## config.mk

```make
export PLATFORM = sky130hd
export DESIGN_NAME = matmul_4x4_tile_sched
export DESIGN_NICKNAME = d
export VERILOG_FILES = /design/src/rtl/matmul_4x4_tile_sched.sv
export SDC_FILE = /design/constraint.sdc
export NUM_CORES = 1
export LEC_CHECK = 0
export ABC_CLOCK_PERIOD_IN_PS = 4700
export BUFFER_PORTS_ARGS = -buffer_cell sky130_fd_sc_hd__buf_2
export CAP_MARGIN = 20
export CORE_AREA = 2 2 268 270
export CTS_CLUSTER_DIAMETER = 120
export CTS_CLUSTER_SIZE = 25
export DETAILED_ROUTE_END_ITERATION = 16
export DIE_AREA = 0 0 270 272
export HOLD_SLACK_MARGIN = 0.02
export PLACE_DENSITY = 0.73
export SYNTH_ARGS = -nofsm -noshare
export SYNTH_HDL_FRONTEND = slang
export SYNTH_SLANG_ARGS = --single-unit
```

## constraint.sdc

```tcl
create_clock -name clk -period 4.7 [get_ports clk]
set_input_delay 1.175 -clock clk [delete_from_list [all_inputs] [get_ports clk]]
set_output_delay 1.175 -clock clk [all_outputs]
set_load 0.005 [all_outputs]
```

## src/rtl/matmul_4x4_tile_sched.sv

```systemverilog
// matmul_4x4_tile_sched: computes a 4x4 signed C = A*B by issuing eight 2x2 tile multiplies
//   to a shared engine and accumulating each engine result into the matching C tile.
// Latency: with engine latency N, one tile takes N+2 cycles; done pulses 8N+17 cycles after start.
// Backpressure: start is only honoured in IDLE (no queueing); the engine is paced by
//   eng_start/eng_valid, with a per-tile watchdog that aborts the job and sets err on expiry.
// Ports: clk/rst (sync, active-high); start, a_in, b_in host request; busy, done, err,
//   c_out host result; eng_start, eng_a, eng_b, eng_valid, eng_c engine handshake.
module matmul_4x4_tile_sched #(
  parameter int BIT_PREC = 8,
  parameter int TIMEOUT  = 64
) (
  input  logic                         clk,
  input  logic                         rst,
  input  logic                         start,
  input  logic signed [BIT_PREC-1:0]   a_in [4][4],
  input  logic signed [BIT_PREC-1:0]   b_in [4][4],
  output logic                         busy,
  output logic                         done,
  output logic                         err,
  output logic signed [2*BIT_PREC+1:0] c_out [4][4],
  output logic                         eng_start,
  output logic signed [BIT_PREC-1:0]   eng_a [2][2],
  output logic signed [BIT_PREC-1:0]   eng_b [2][2],
  input  logic                         eng_valid,
  input  logic signed [2*BIT_PREC:0]   eng_c [2][2]
);

  localparam int CW = 2*BIT_PREC + 1;   // engine tile product width
  localparam int OW = 2*BIT_PREC + 2;   // accumulator width (sum of 4 products)
  localparam int TW = (TIMEOUT > 2) ? $clog2(TIMEOUT) : 1;
  localparam logic [TW-1:0] WAIT_LAST = TW'(TIMEOUT - 1);

  typedef enum logic [2:0] {
    S_IDLE,
    S_ISSUE,
    S_WAIT,
    S_ACCUM,
    S_DONE
  } state_t;

  state_t                      state_q, state_d;
  logic signed [BIT_PREC-1:0]  a_q [4][4];
  logic signed [BIT_PREC-1:0]  a_d [4][4];
  logic signed [BIT_PREC-1:0]  b_q [4][4];
  logic signed [BIT_PREC-1:0]  b_d [4][4];
  logic signed [OW-1:0]        c_q [4][4];
  logic signed [OW-1:0]        c_d [4][4];
  logic signed [CW-1:0]        ec_q [2][2];
  logic signed [CW-1:0]        ec_d [2][2];
  logic [2:0]                  tile_q, tile_d;   // {ti, tj, tk}, tk toggles fastest
  logic [TW-1:0]               wcnt_q, wcnt_d;
  logic                        err_q, err_d;
  logic                        ti, tj, tk;

  assign ti = tile_q[2];
  assign tj = tile_q[1];
  assign tk = tile_q[0];

  // Next-state logic
  always_comb begin
    state_d = state_q;
    a_d     = a_q;
    b_d     = b_q;
    c_d     = c_q;
    ec_d    = ec_q;
    tile_d  = tile_q;
    wcnt_d  = wcnt_q;
    err_d   = err_q;

    unique case (state_q)
      S_IDLE: begin
        if (start) begin
          a_d    = a_in;
          b_d    = b_in;
          for (int i = 0; i < 4; i++) begin
            for (int j = 0; j < 4; j++) begin
              c_d[i][j] = '0;
            end
          end
          err_d   = 1'b0;
          tile_d  = '0;
          state_d = S_ISSUE;
        end
      end
      S_ISSUE: begin
        wcnt_d  = '0;
        state_d = S_WAIT;
      end
      S_WAIT: begin
        if (eng_valid) begin
          ec_d    = eng_c;
          state_d = S_ACCUM;
        end else if (wcnt_q == WAIT_LAST) begin
          err_d   = 1'b1;
          state_d = S_DONE;
        end else begin
          wcnt_d = wcnt_q + TW'(1);
        end
      end
      S_ACCUM: begin
        // Signed cast widens the engine product by sign extension before the add.
        for (int r = 0; r < 2; r++) begin
          for (int c = 0; c < 2; c++) begin
            c_d[{ti, 1'(r)}][{tj, 1'(c)}] = c_q[{ti, 1'(r)}][{tj, 1'(c)}] + OW'(ec_q[r][c]);
          end
        end
        tile_d  = tile_q + 3'd1;
        state_d = (tile_q == 3'd7) ? S_DONE : S_ISSUE;
      end
      S_DONE: begin
        state_d = S_IDLE;
      end
      default: begin
        state_d = S_IDLE;
      end
    endcase
  end

  // State registers
  always_ff @(posedge clk) begin
    if (rst) begin
      state_q <= S_IDLE;
      tile_q  <= '0;
      wcnt_q  <= '0;
      err_q   <= 1'b0;
      for (int i = 0; i < 4; i++) begin
        for (int j = 0; j < 4; j++) begin
          a_q[i][j] <= '0;
          b_q[i][j] <= '0;
          c_q[i][j] <= '0;
        end
      end
      for (int r = 0; r < 2; r++) begin
        for (int c = 0; c < 2; c++) begin
          ec_q[r][c] <= '0;
        end
      end
    end else begin
      state_q <= state_d;
      tile_q  <= tile_d;
      wcnt_q  <= wcnt_d;
      err_q   <= err_d;
      a_q     <= a_d;
      b_q     <= b_d;
      c_q     <= c_d;
      ec_q    <= ec_d;
    end
  end

  // Outputs decode from registered state; tile operands follow the tile index, which
  // only changes when leaving ACCUM, so they stay stable for the whole tile.
  assign busy      = (state_q != S_IDLE);
  assign done      = (state_q == S_DONE);
  assign eng_start = (state_q == S_ISSUE);
  assign err       = err_q;
  assign c_out     = c_q;

  always_comb begin
    for (int r = 0; r < 2; r++) begin
      for (int c = 0; c < 2; c++) begin
        eng_a[r][c] = a_q[{ti, 1'(r)}][{tk, 1'(c)}];
        eng_b[r][c] = b_q[{tk, 1'(r)}][{tj, 1'(c)}];
      end
    end
  end

endmodule

```

==> impl_table.tex, run 1 <==
\begin{tabular}{lr}
\hline
Metric & Value \\
\hline
\multicolumn{2}{l}{\textbf{Run status}} \\
Run status & completed \\
\multicolumn{2}{l}{\textbf{CTS}} \\
TritonCTS clock tree & yes \\
Max H-tree Level & 1 \\
Post-CTS Hold Fix Bufs & 0 \\
Number of buffers inserted during clock tree synthesis & 29 \\
Number of gates resized after cts & 0 \\
Clock latency on the worst-skew pair & 0.65 ns \\
Worst-path clk slew & 0.11 ns \\
Maximum root-to-sink buffer count & 3 \\
Number of sinks handled by clock tree synthesis & 625 \\
Root Buffer Master & clkbuf\_16 \\
Number of buffers inserted by post-CTS setup repair & 0 \\
\multicolumn{2}{l}{\textbf{STA}} \\
Unrepaired setup endpoints after global routing & false \\
Worst Tran Pin Value & 1.12 ns \\
Post-route worst hold slack & 0.457 ns \\
Share of the clock period used by the worst path after layout & 86.6\% \\
Final Hold Viols & 0 \\
Fin Setup TNS & 0 ns \\
Final setup violation count & 0 \\
Final critical-path setup slack & 0.627 ns \\
Number of max-slew violations in the final report & 0 \\
Minimum clock period & 4.07 ns \\
Relative slew slack & 25.3\% \\
F\_max & 0.246 GHz \\
Maximum clock skew at final layout & 0.0467 ns \\
\multicolumn{2}{l}{\textbf{GRT}} \\
Tot GR Track Use & 26.8\% \\
Met2 Resource Use GR & 39.0\% \\
Most used routing layer in global routing & met2 \\
Pin count of the biggest net entering global routing & 184 \\
Number of antenna violations at the first check in global routing & 35 \\
Via count of the first global-routing pass & 23886 \\
Met1 Use GR & 36.9\% \\
Met3 GRT Util & 7.51\% \\
Global-route wire length before repair & 152000 microns \\
Overflow left after global routing & 0 \\
\multicolumn{2}{l}{\textbf{Logic synthesis}} \\
Fraction of the yosys area taken by sequential cells & 44.7\% \\
Synth cell types & 82 \\
Cells taking the most area after synthesis & dfxtp\_1 (45\%), mux4\_2 (11\%), nand2\_1 (9.9\%), a21oi\_1 (7.1\%), a22oi\_1 (3.6\%) \\
Number of warning messages in the yosys log & 0 \\
Async SR Flop Fraction & 0\% \\
\#FFs+latches synth & 625 \\
Count of flip-flops with a built-in enable after synthesis & 0 \\
Synthesized instance count & 3069 \\
Share of Yosys cell area claimed by the top area cell type & 44.7\% \\
Post-synthesis cell area & 28000 sq um \\
Post-synthesis cell type with the largest combined area & dfxtp\_1 \\
Leading register cell type out of synthesis & dfxtp\_1 \\
Most frequently used cell type in the post-synthesis netlist & nand2\_1 \\
Most common library cells after synthesis & nand2\_1 (741), dfxtp\_1 (625), a21oi\_1 (398), nor2\_1 (189), mux4\_2 (136) \\
Post-Syn Nets & 3472 \\
Mapped Avg Cell Area & 9.13 sq um \\
\multicolumn{2}{l}{\textbf{Worst setup path}} \\
Critical Path Start Type & flop \\
Critical Path Fanout Max & 59 \\
Critical register-to-register path startpoint & tile\_q[1]\$\_SDFFE\_PP0P\_ \\
Critical R2R Capture & c\_out[268]\$\_SDFFE\_PP0P\_ \\
CP Data Arrival Time & 2.90 ns \\
Reg2Reg Depth & 9 \\
Crit path capture type & output pin \\
Beginning of the critical path & tile\_q[2]\$\_SDFFE\_PP0P\_ \\
Crit path kind & flop to output pin \\
Slack of the worst reg-to-reg path & 0.79 ns \\
Critical path data required time & 3.52 ns \\
\multicolumn{2}{l}{\textbf{Power and ir drop}} \\
Leakage power total & 13.7 nW \\
Maximum VDD drop & 0.000326 V \\
Internal power & 0.00743 W \\
Part of the total power dissipated in the clock network & 26.8\% \\
Cell area power density & 327 nW/um\^{}2 \\
Net switching power figure & 0.00334 W \\
Proportion of power drawn by flip-flops and latches & 54.2\% \\
Net Sw Frac & 31.0\% \\
Overall Power & 0.0108 W \\
Combinational cell fraction of total power & 18.9\% \\
\multicolumn{2}{l}{\textbf{Placed design}} \\
Pre-CTS WS & 0.844 ns \\
Routability congestion estimate & 0.919 \\
Port Buffers & 683 \\
Sum of net half-perimeters after detailed placement & 75500 microns \\
\multicolumn{2}{l}{\textbf{Finish}} \\
Final-stage net count & 3999 \\
Layout-stage area growth over the synthesis result & 17.6\% \\
Fraction of final layout cells sized beyond drive strength 1 & 26.4\% \\
Layout Utilization & 46.6\% \\
\multicolumn{2}{l}{\textbf{Die}} \\
Standard cell core area & 70800 sq um \\
DIE HEIGHT & 272 microns \\
Starting density of the core & 39.6\% \\
Die area & 73400 sq um \\
Die X-Extent & 270 microns \\
Number of placement rows & 98 \\
Top-level I/O count & 684 \\
\multicolumn{2}{l}{\textbf{Detailed routing}} \\
Vias per std cell & 5.68 \\
Total iterations of the first detailed-routing run & 8 \\
Vias & 26008 \\
Starting DRC count in detailed routing & 2991 \\
Wire length reported by the detailed router & 105000 microns \\
Post-route ant nets & 0 \\
Final routed wire length divided by cell count & 22.8 microns \\
DRC violation count after routing & 0 \\
\multicolumn{2}{l}{\textbf{Hold path}} \\
Worst Hold Class & flop to flop \\
Launch instance of the worst min-delay path & a\_q[51]\$\_SDFFE\_PP0P\_ \\
Worst Hold Depth & 2 \\
Hold endpoint & a\_q[51]\$\_SDFFE\_PP0P\_ \\
\multicolumn{2}{l}{\textbf{Job}} \\
MaxCap Viol Count & 0 \\
\hline
\end{tabular}
[placed cells by master (no fill, tap or decap), types with 10 or more instances in the layout]
master,n
nand3b_1,12
a21oi_1,398
or3_1,13
xor2_1,21
nand2b_1,10
clkbuf_16,29
o21ai_0,41
a22o_1,84
diode_2,29
nand3_1,32
nand2_1,739
dfxtp_1,622
nor2_1,188
buf_4,38
a21o_1,21
a221oi_1,10
o21ai_1,38
nor3_1,30
ha_1,71
buf_2,682
mux4_2,136
a22oi_1,133
xnor2_1,26
inv_1,22
or2_2,11
[worst max-delay path, stage by stage (launching register included)]
cell and delay, ns:
dfxtp_4 0.58, buf_12 0.39, buf_4 0.57, mux4_2 0.46
buf_2 0.16
[power groups by stage]
| stage | Combinational [W] | Clock (W) | Sequential, W |
|---|---|---|---|
| 2_1_floorplan | 0.00134 | 0 | 0.00587 |
| 3_3_place_gp | 0.00197 | 0 | 0.00595 |
| 3_5_place_dp | 0.00200 | 0 | 0.00596 |
| 4_1_cts | 0.00200 | 0.00294 | 0.00584 |
| 5_1_grt | 0.00222 | 0.00311 | 0.00589 |
| 6_report | 0.00204 | 0.00289 | 0.00585 |
[flip-flops by register name (all words and copies together) (netlist names)]
name / cells
b_q: 128
err: 1
ec_q: 68
wcnt_q: 6
tile_q: 3
state_q: 3
c_out: 288
a_q: 128
[routing by layer]
metal,up-vias,part of all wire [%],wire (microns)
li1,11945,-,-
met1,12548,42,43400
met2,1286,43,44900
met3,225,11,11100
met4,4,4.9,5080
met5,-,0.026,27
[worst max path at each step]
stage / end / slack [ns]
after floorplan: c_out[268]$_SDFFE_PP0P_ / 1.0
after global routing: c_out[268]$_SDFFE_PP0P_ / 0.55
after CTS: eng_a[5] / 0.62
after global placement: c_out[268]$_SDFFE_PP0P_ / 0.88
after detailed placement: c_out[268]$_SDFFE_PP0P_ / 0.84
final: eng_a[5] / 0.63
[metrics by stage]
step | area (sq um) | std cells
4_1_cts | 32800 | 4549
6_report | 32900 | 4579
2_1_floorplan | 28000 | 3069
5_1_grt | 32900 | 4578
3_3_place_gp | 32100 | 4514
3_5_place_dp | 32100 | 4514
[cell type report]
class                   instances  area (sq um)
fillers                      6873         37800
flip-flops and latches        625         12500
diodes                         29          72.6
repair buffers                727          3840
clock inverters                 4          38.8
inverters                      22          82.6
multi-input cells            2191         14500
clock buffers                  31           733
well taps                     950          1190
[logic make-up after synthesis]
| group | count (synthesis) | synth area share, % |
|---|---|---|
| flops | 625 | 44.7 |
| mux | 147 | 11.3 |
| buf+inv | 253 | 3.95 |
| compound gates | 829 | 18.9 |
| simple gates | 1090 | 16.1 |
| fa+ha+maj | 75 | 3.46 |
| xor+xnor | 50 | 1.64 |
No activity file was read; power rests on OpenSTA's default activity.
==> run 2, diff against run 1 <==
--- a/config.mk
+++ b/config.mk
@@ -14,7 +14,7 @@
 export DETAILED_ROUTE_END_ITERATION = 16
 export DIE_AREA = 0 0 270 272
 export HOLD_SLACK_MARGIN = 0.02
-export PLACE_DENSITY = 0.73
+export PLACE_DENSITY = 0.63
 export SYNTH_ARGS = -nofsm -noshare
 export SYNTH_HDL_FRONTEND = slang
 export SYNTH_SLANG_ARGS = --single-unit
==> run 2 against run 1 <==
- largest cell class unchanged
- highest routed layer unchanged
- combinational power about the same
- largest power group unchanged
- first-iteration DRC count down 25%
- cell count down 0.13%
- non-clock buffer count up 7
- critical endpoint is now c_out[51]$_SDFFE_PP0P_
- clock skew down 0.017 ns
- worst hold slack about the same
- count of clock-buffer cells in the layout down 2
- worst setup slack better by 0.10 ns
==> impl_table.tex, run 2 (synthesis gave the netlist of run 1 again) <==
\begin{tabular}{lr}
\hline
Metric & Value \\
\hline
\multicolumn{2}{l}{\textbf{Die}} \\
Die area & 73400 sq um (unchanged) \\
DIE HEIGHT & 272 microns (unchanged) \\
Standard cell core area & 70800 sq um (unchanged) \\
Die X-Extent & 270 microns (unchanged) \\
Top-level I/O count & 684 (unchanged) \\
Number of placement rows & 98 (unchanged) \\
Starting density of the core & 39.6\% (unchanged) \\
\multicolumn{2}{l}{\textbf{Hold path}} \\
Launch instance of the worst min-delay path & a\_q[32]\$\_SDFFE\_PP0P\_ \\
Worst Hold Class & flop to flop \\
\multicolumn{2}{l}{\textbf{STA}} \\
Maximum clock skew at final layout & 0.0301 ns (-0.0166 ns) \\
Worst Tran Pin Value & 1.07 ns (-0.0519 ns) \\
Fin Setup TNS & 0 ns (unchanged) \\
Post-route worst hold slack & 0.457 ns (-0.000149 ns) \\
Minimum clock period & 3.97 ns (-0.103 ns) \\
Unrepaired setup endpoints after global routing & false \\
Share of the clock period used by the worst path after layout & 84.4\% (-2.2 points) \\
Relative slew slack & 29.0\% (+3.6 points) \\
Final Hold Viols & 0 (unchanged) \\
Final setup violation count & 0 (unchanged) \\
Number of max-slew violations in the final report & 0 (unchanged) \\
F\_max & 0.252 GHz (+2.6\%) \\
\multicolumn{2}{l}{\textbf{Detailed routing}} \\
Final routed wire length divided by cell count & 22.8 microns (-0.11\%) \\
Vias per std cell & 5.59 (-1.5\%) \\
DRC violation count after routing & 0 (unchanged) \\
Post-route ant nets & 0 (unchanged) \\
Vias & 25585 (-1.6\%) \\
Starting DRC count in detailed routing & 2235 (-25\%) \\
Total iterations of the first detailed-routing run & 5 (-3) \\
Wire length reported by the detailed router & 104000 microns (-0.24\%) \\
\multicolumn{2}{l}{\textbf{Worst setup path}} \\
Critical path data required time & 5.21 ns (+1.69 ns) \\
Critical path's slowest cell & dfxtp\_4 \\
Most used cell, CP & o21ai\_0 \\
Maximum cell stage delay along the critical path & 0.60 ns (+0.02 ns) \\
Critical Path Start Type & flop \\
Buffering stage count on the worst path with inverters included & 3 (unchanged) \\
Series of cell instances along the critical path & buf\_12 -> buf\_4 -> mux4\_2 -> ha\_1 -> inv\_1 -> a2111oi\_2 -> o21ai\_0 -> nand2\_1 -> mux2i\_1 -> o21ai\_0 \\
Critical register-to-register path startpoint & tile\_q[1]\$\_SDFFE\_PP0P\_ \\
Crit path capture type & flop \\
Beginning of the critical path & tile\_q[1]\$\_SDFFE\_PP0P\_ \\
Crit path kind & flop to flop \\
Critical Path Fanout Max & 30 (-49\%) \\
CP Data Arrival Time & 4.48 ns (+1.58 ns) \\
CP delay by family, top & multiplexers \\
\multicolumn{2}{l}{\textbf{CTS}} \\
Worst-path clk slew & 0.11 ns (about the same) \\
Number of buffers inserted by post-CTS setup repair & 0 (unchanged) \\
Post-CTS Hold Fix Bufs & 0 (unchanged) \\
TritonCTS clock tree & yes \\
Maximum root-to-sink buffer count & 3 (unchanged) \\
Max H-tree Level & 1 (unchanged) \\
Root Buffer Master & clkbuf\_16 \\
Number of sinks handled by clock tree synthesis & 625 (unchanged) \\
Clock latency on the worst-skew pair & 0.64 ns (about the same) \\
Number of gates resized after cts & 0 (unchanged) \\
Number of buffers inserted during clock tree synthesis & 29 (unchanged) \\
\multicolumn{2}{l}{\textbf{Placed design}} \\
Port Buffers & 683 (unchanged) \\
Sum of net half-perimeters after detailed placement & 74800 microns (-0.99\%) \\
Routability congestion estimate & 0.919 (about the same) \\
Placed standard-cell area & 32200 sq um (+0.38\%) \\
\multicolumn{2}{l}{\textbf{GRT}} \\
Pin count of the biggest net entering global routing & 205 (+11\%) \\
Met2 Resource Use GR & 42.4\% (+3.3 points) \\
Global-route wire length before repair & 153000 microns (+0.18\%) \\
Met1 Use GR & 36.7\% (-0.21 points) \\
Number of antenna violations at the first check in global routing & 22 (-37\%) \\
Tot GR Track Use & 26.8\% (-0.028 points) \\
Via count of the first global-routing pass & 23584 (-1.3\%) \\
Met3 GRT Util & 4.55\% (-3.0 points) \\
Most used routing layer in global routing & met2 \\
Overflow left after global routing & 0 (unchanged) \\
\multicolumn{2}{l}{\textbf{Run status}} \\
Run status & completed \\
\multicolumn{2}{l}{\textbf{Power and ir drop}} \\
Maximum VDD drop & 0.000289 V (-11\%) \\
Overall Power & 0.0108 W (+0.41\%) \\
Leakage power total & 13.7 nW (+0.45\%) \\
Cell area power density & 328 nW/um\^{}2 (+0.13\%) \\
\multicolumn{2}{l}{\textbf{Finish}} \\
Final design instance area without fill & 33000 sq um (+0.28\%) \\
Leading cell types in the layout, fill and taps excluded & nand2\_1 (739), buf\_2 (682), dfxtp\_1 (622), a21oi\_1 (398), nor2\_1 (188) \\
Fraction of final layout cells sized beyond drive strength 1 & 26.6\% (+0.16 points) \\
Leading cell type in the layout, fill and taps excluded & nand2\_1 \\
Layout-stage area growth over the synthesis result & 17.9\% \\
Final-stage net count & 4006 (+0.18\%) \\
Flip-flop count of the largest register after layout & 288 (unchanged) \\
\multicolumn{2}{l}{\textbf{Job}} \\
MaxCap Viol Count & 0 (unchanged) \\
\hline
\end{tabular}
## run 2: cell count changes in the layout (fill, tap and decap cells not counted), sizes merged
cell | before | now
clkbuf | 31 | 29
buf | 727 | 734
clkinvlp | 1 | 0
diode | 29 | 18
clkinv | 0 | 1
## run 2: worst paths after layout
kind	to	slack (ns)	cells past startpoint
worst min register to register	a_q[32]$_SDFFE_PP0P_	0.46	2
worst max register to register	c_out[51]$_SDFFE_PP0P_	0.73	10
worst max-delay path	c_out[51]$_SDFFE_PP0P_	0.73	10
worst min-delay path	a_q[32]$_SDFFE_PP0P_	0.46	2
## run 2: routing by layer
metal | up-vias | share of wire (%)
li1 | 11980 | -
met1 | 12457 | 43
met2 | 974 | 46
met3 | 166 | 6.8
met4 | 8 | 3.8
met5 | - | 0.046
## run 2: cell type report
type                       instances  area, sq um
multi-input combinational       2191        14500
clock inverter                     4         50.0
clock buffer                      29          726
tap                              950         1190
fill                            7002        37700
sequential                       625        12500
antenna                           18         45.0
timing repair buffer             734         3950
inverter                          22         82.6
## run 2: worst reg2reg max path, stage by stage (launching register included)
cell and delay, ns:
dfxtp_4 0.60, buf_12 0.34, buf_4 0.44, mux4_2 0.60, ha_1 0.37, inv_1 0.09
a2111oi_2 0.56, o21ai_0 0.19, nand2_1 0.15, mux2i_1 0.34, o21ai_0 0.16
## run 2: through the flow
step	utilization (%)	setup slack, ns	cells
after CTS	46.6	0.664	4554
after detailed placement	45.5	0.698	4521
after floorplan	-	0.996	3069
after global placement	45.4	0.826	4518
final	46.7	0.731	4573
after global routing	46.7	0.367	4572
## run 2: power breakdown
group          internal (W)  switching [W]
Clock               0.00113        0.00179
Combinational      0.000697        0.00136
Sequential          0.00563       0.000211
